### src/rtl/partial_product_accumulator.sv
// Shift-and-accumulate stage after the Karatsuba partial-product adder.
// Places each tagged sum at its word offset and emits the finished product.
module partial_product_accumulator #(
    parameter  int FSIZE           = 32,
    parameter  int PRIMITIVE_COUNT = 4,
    parameter  int RES_WORDS       = 4,
    localparam int AW              = FSIZE*2 + $clog2(PRIMITIVE_COUNT),
    localparam int RW              = RES_WORDS*FSIZE,
    localparam int SW              = $clog2(RES_WORDS)
) (
    input  logic          clk,
    input  logic          rstn,
    input  logic          in_valid,
    output logic          in_ready,
    input  logic [AW-1:0] in_data,
    input  logic [SW-1:0] in_shift,
    input  logic          in_last,
    output logic          out_valid,
    input  logic          out_ready,
    output logic [RW-1:0] out_data,
    output logic          out_ovf,
    output logic [7:0]    out_beats
);

    // Wide enough for the largest encodable shift, even past RES_WORDS
    localparam int EW = AW + (2**SW)*FSIZE;

    typedef enum logic {ST_ACC, ST_OUT} state_t;

    state_t        r_state;
    state_t        w_state_nxt;
    logic [RW-1:0] r_acc;
    logic          r_ovf_acc;
    logic [7:0]    r_cnt;
    logic [RW-1:0] r_out_data;
    logic          r_out_ovf;
    logic [7:0]    r_out_beats;

    logic [EW-1:0] w_term;
    logic [RW:0]   w_sum;
    logic          w_lost;
    logic          w_fire;
    logic [RW-1:0] w_acc_nxt;
    logic          w_ovf_nxt;
    logic [7:0]    w_cnt_nxt;

    assign w_term    = EW'(in_data) << (32'(in_shift) * FSIZE);
    assign w_lost    = |w_term[EW-1:RW];
    assign w_sum     = {1'b0, r_acc} + {1'b0, w_term[RW-1:0]};
    assign w_fire    = in_valid && in_ready;
    assign w_acc_nxt = w_sum[RW-1:0];
    assign w_ovf_nxt = r_ovf_acc | w_sum[RW] | w_lost;
    assign w_cnt_nxt = (r_cnt == 8'hFF) ? r_cnt : r_cnt + 8'd1;

    always_ff @(posedge clk) begin
        if (!rstn) begin
            r_state <= ST_ACC;
        end else begin
            r_state <= w_state_nxt;
        end
    end

    always_comb begin
        w_state_nxt = r_state;
        unique case (r_state)
            ST_ACC: begin
                if (w_fire && in_last) w_state_nxt = ST_OUT;
            end
            ST_OUT: begin
                if (out_ready && !(w_fire && in_last)) w_state_nxt = ST_ACC;
            end
            default: w_state_nxt = ST_ACC;
        endcase
    end

    always_comb begin
        out_valid = 1'b0;
        in_ready  = 1'b1;
        unique case (r_state)
            ST_ACC: begin
                out_valid = 1'b0;
                in_ready  = 1'b1;
            end
            ST_OUT: begin
                out_valid = 1'b1;
                in_ready  = out_ready;
            end
            default: begin
                out_valid = 1'b0;
                in_ready  = 1'b1;
            end
        endcase
    end

    // acc is cleared when a product completes, so beats taken in OUT start fresh
    always_ff @(posedge clk) begin
        if (!rstn) begin
            r_acc       <= '0;
            r_ovf_acc   <= 1'b0;
            r_cnt       <= 8'd0;
            r_out_data  <= '0;
            r_out_ovf   <= 1'b0;
            r_out_beats <= 8'd0;
        end else if (w_fire) begin
            if (in_last) begin
                r_out_data  <= w_acc_nxt;
                r_out_ovf   <= w_ovf_nxt;
                r_out_beats <= w_cnt_nxt;
                r_acc       <= '0;
                r_ovf_acc   <= 1'b0;
                r_cnt       <= 8'd0;
            end else begin
                r_acc       <= w_acc_nxt;
                r_ovf_acc   <= w_ovf_nxt;
                r_cnt       <= w_cnt_nxt;
            end
        end
    end

    assign out_data  = r_out_data;
    assign out_ovf   = r_out_ovf;
    assign out_beats = r_out_beats;

endmodule

### config.mk
export PLATFORM = sky130hd
export DESIGN_NAME = partial_product_accumulator
export DESIGN_NICKNAME = d
export VERILOG_FILES = /design/src/rtl/partial_product_accumulator.sv
export SDC_FILE = /design/constraint.sdc
export NUM_CORES = 1
export LEC_CHECK = 0
export CORE_MARGIN = 10
export CORE_UTILIZATION = 58
export CTS_CLUSTER_SIZE = 28
export DETAILED_ROUTE_END_ITERATION = 7
export PLACE_DENSITY = 0.78
export SETUP_SLACK_MARGIN = 0.15
export SLEW_MARGIN = 5
export SYNTH_ARGS = -nofsm -noshare
export SYNTH_HDL_FRONTEND = slang
export SYNTH_SLANG_ARGS = --single-unit
### constraint.sdc
create_clock -name clk -period 5.1 [get_ports clk]
set_input_delay 0.51 -clock clk [delete_from_list [all_inputs] [get_ports clk]]
set_output_delay 0.51 -clock clk [all_outputs]
set_load 0.005 [all_outputs]
==> summary.md <==
| Metric | Value |
|---|---|
| Run status | `completed` |
| Pins Over Slew Limit | `0` |
| Worst Tran Pin Value | `1100 ps` |
| CTS clock-pin slew for the worst setup and hold paths | `60 ps` |
| Synth Net Count | `2756` |
| First-pass GRT wire length | `121 mm` |
| WP data required | `5580 ps` |
| Most common library cells after synthesis | `nand2_1, a21oi_1, nor2_1` |
| Vias per cell | `6.60` |
| Fmax | `210 MHz` |
| Drt pass-1 iters | `8` |
| Largest family of logic cells by synthesized area | `compound AO/OA/AOI/OAI gates` |
| Drt initial violations | `2175` |
| Flops & latches, synth | `275` |
| Biggest area consumer among synthesized cells | `dfxtp_1` |
| Core Util, Final | `0.715` |
| Sequential share of the synthesized area | `0.287` |
| Mapped Cells | `2553` |
| Worst setup path startpoint | `in_shift[0]` |
| Hold Crit Start | `out_data[102]$_SDFFE_PN0P_` |
| Leakage | `9.49 nW` |
| Depth of the worst register-to-register path | `14` |
| Primary FF master, synth | `dfxtp_1` |
| Critical-path top delay cell | `a2111oi_0` |
| Synth Area in Simple Gates | `0.219` |
| CP top delay family | `compound AO/OA/AOI/OAI gates` |
| H-tree levels | `2` |
| DIE WIDTH | `202 µm` |
| Worst Path Arrival | `5230 ps` |
| Critical path type | `primary input to flip-flop` |
| Post-synthesis compound-gate area fraction | `0.279` |
| Number of global-route vias before repair | `20300` |
| Peak supply drop | `278 µV` |
| Largest net degree at the start of global routing | `118` |
| Post-synth top area share | `0.287` |
| Final min period | `4750 ps` |
| I/O pin count | `212` |
| Port Buffers | `211` |
| CTS root buf | `clkbuf_16` |
| Cts-stage hold buffer count | `0` |
| Hold Crit Class | `flip-flop to flip-flop` |
| Worst Path Buf+Inv | `3` |
| Post-synth EDFFs | `0` |
| CP Capture Type | `flip-flop` |
| Post-DP HPWL | `61.2 mm` |
| Filler cell count in the final layout | `2610` |
| Mapped Area | `19200 µm²` |
| Power Total | `5.98 mW` |
| Setup crit end | `out_data[121]$_SDFFE_PN0P_` |
| Top cells by area, synth | `dfxtp_1, ha_1, a21oi_1, nand2_1, nor2_1` |
| Final nets | `2956` |
| Layout cell share with drive strength beyond 1 | `0.0739` |
| Switching power share of the total | `0.300` |
| Gr usage total | `0.373` |
| Routed wire length | `80.1 mm` |
| Post-synthesis xor/xnor area fraction | `0.0575` |
| Max-Slew Margin vs Limit | `0.263` |
| Synthesis Warnings | `0` |
| Avg Inst Size Synth | `7.51 µm²` |
| Crit-path cells | `buf_2, buf_4, mux2i_1, nor2_1, ha_1, nand4_1, buf_4, nor2_1, nand3_1, a2111oi_0, nor3b_1, o21ai_1, a21boi_1, o21ai_1, a31oi_1, or4_1, nand3_1` |
| Final ANT Viol Nets | `0` |
| Placement row count | `66` |
| Dpl cell area | `22200 µm²` |
| Synth unique cells | `76` |
| Critical Path Fanout Max | `17` |
| Max-Cap Viols | `0` |
| Comb power frac | `0.198` |
| Final worst path period share | `0.932` |
| Clk pwr share | `0.421` |
| Longest Clk Path Bufs | `3` |
| Initial Util | `0.588` |
| Die Y | `202 µm` |
| Clk sink count | `275` |
| GRT overflow | `0` |
| Adder and majority cell fraction of the synthesized area | `0.0852` |
| Ys async rst share | `0` |
| Mux contribution to synthesized area | `0.0317` |
| R2r setup slk | `770 ps` |
| Die area | `40700 µm²` |
| Slowest stage delay, CP | `600 ps` |
| Worst hold slack | `451 ps` |
| WL per Instance | `24.9 µm` |
| R2r endpoint | `out_data[121]$_SDFFE_PN0P_` |
| Dominant cell by count in the synthesized netlist | `nand2_1` |
| DRC Markers | `0` |
| Net Sw Power | `1.80 mW` |
| Pint | `4.19 mW` |
| Core Box Area | `32600 µm²` |
| GP Congestion | `1.09` |
| Area grow syn2layout | `21.6%` |
| PwrDens | `257 nW/µm²` |
| Antenna violations before repair | `2` |
| Final Skew | `22.9 ps` |
| Setup crit start kind | `primary input` |
| CP Depth | `17` |
| Final Instance Area | `23300 µm²` |
| Final setup viols | `0` |
| Worst skew pair latency | `550 ps` |
| Power share of the sequential group | `0.381` |
| Worst reg2reg startpoint | `r_acc[8]$_SDFFE_PN0P_` |
| Endpoints failing hold | `0` |
| RSZ-0062 raised after global routing | `no` |
| Post-CTS Setup Inserts | `0` |
| Via count | `21200` |
| Number of buffers created by CTS | `34` |
| CTS tree | `done` |
timing repair:
action,CTS,global route
gates resized for setup,0,3
endpoints found under the hold margin,0,0
setup endpoints to repair,0,5
layout by cell type, fill, tap and decap left out, types with 39 or more instances in the layout:
cell | synthesis | layout
nand3_1 | 49 | 49
and2_1 | 47 | 47
a22o_1 | 57 | 57
nand2_1 | 322 | 320
clkdlybuf4s50_1 | 0 | 208
o21bai_1 | 48 | 48
a21oi_1 | 284 | 284
xor2_1 | 55 | 55
o21ai_0 | 145 | 145
nor2b_1 | 41 | 39
a22oi_1 | 50 | 50
nand4_1 | 65 | 65
ha_1 | 129 | 129
mux2i_1 | 54 | 54
a21o_1 | 76 | 76
xnor2_1 | 71 | 71
dfxtp_1 | 275 | 275
buf_4 | 0 | 108
inv_1 | 48 | 48
nor2_1 | 278 | 275
logic make-up (layout without fill, tap and decap cells):
logic type               count (synthesis)  in the layout
other                                    0              1
buffers and inverters                  208            429
XOR/XNOR                               126            126
flip-flops                             275            275
multiplexers                            60             60
AO/OA/AOI/OAI                          835            835
adder cells (fa/ha/maj)                130            130
AND/OR/NAND/NOR                        919            919
stage by stage:
step                instances  setup TNS, ps  worst slack (ps)
floorplan                2553              0               541
global placement         3159              0              12.5
detailed placement       3159           -789              -168
CTS                      3216              0               356
global route             3217              0               186
finish                   3217              0               348
tightest hold or removal path, stage by stage, from the launching register on:
cell and delay, ps:
dfxtp_1 300, nand2_1 50, a21oi_1 50
registers in the layout, summed over array words and instances, names as in the netlist:
name / flops
r_state: 1
out_beats: 8
r_acc: 128
r_ovf_acc: 1
r_cnt: 8
out_ovf: 1
out_data: 128
how the worst min path moves through the flow:
stage / slack, ps / cells past startpoint / end
floorplan: 430 / 2 / r_acc[100]$_SDFFE_PN0P_
global placement: 440 / 2 / r_acc[108]$_SDFFE_PN0P_
detailed placement: 450 / 2 / out_data[47]$_SDFFE_PN0P_
CTS: 450 / 2 / out_data[75]$_SDFFE_PN0P_
global route: 480 / 2 / out_data[46]$_SDFFE_PN0P_
finish: 450 / 2 / out_data[102]$_SDFFE_PN0P_
area by class of cell:
type	instances	area, µm²	share of cell area
inverters	49	189	0.00810
clock buffers	44	950	0.0407
well taps	442	553	0.0237
clock inverters	13	180	0.00773
flip-flops and latches	275	5510	0.236
multi-input cells	2070	13000	0.555
diodes	1	2.50	0.000107
repair buffers	323	2990	0.128
per-layer routing:
| metal | up-vias | share of wire | GRT usage |
|---|---|---|---|
| met2 | 1273 | 0.45 | 0.609 |
| li1 | 9602 | - | - |
| met3 | 260 | 0.097 | 0.0708 |
| met5 | - | 0.00016 | 0 |
| met4 | 2 | 0.058 | 0.196 |
| met1 | 10100 | 0.39 | 0.458 |
power groups by stage:
stage	sequential (mW)	combinational, mW	clock (mW)
3_3_place_gp	2.32	1.12	0
5_1_grt	2.29	1.25	2.59
6_report	2.28	1.18	2.52
3_5_place_dp	2.32	1.13	0
2_1_floorplan	2.31	0.648	0
4_1_cts	2.28	1.15	2.51
No activity file was read; power rests on OpenSTA's default activity.
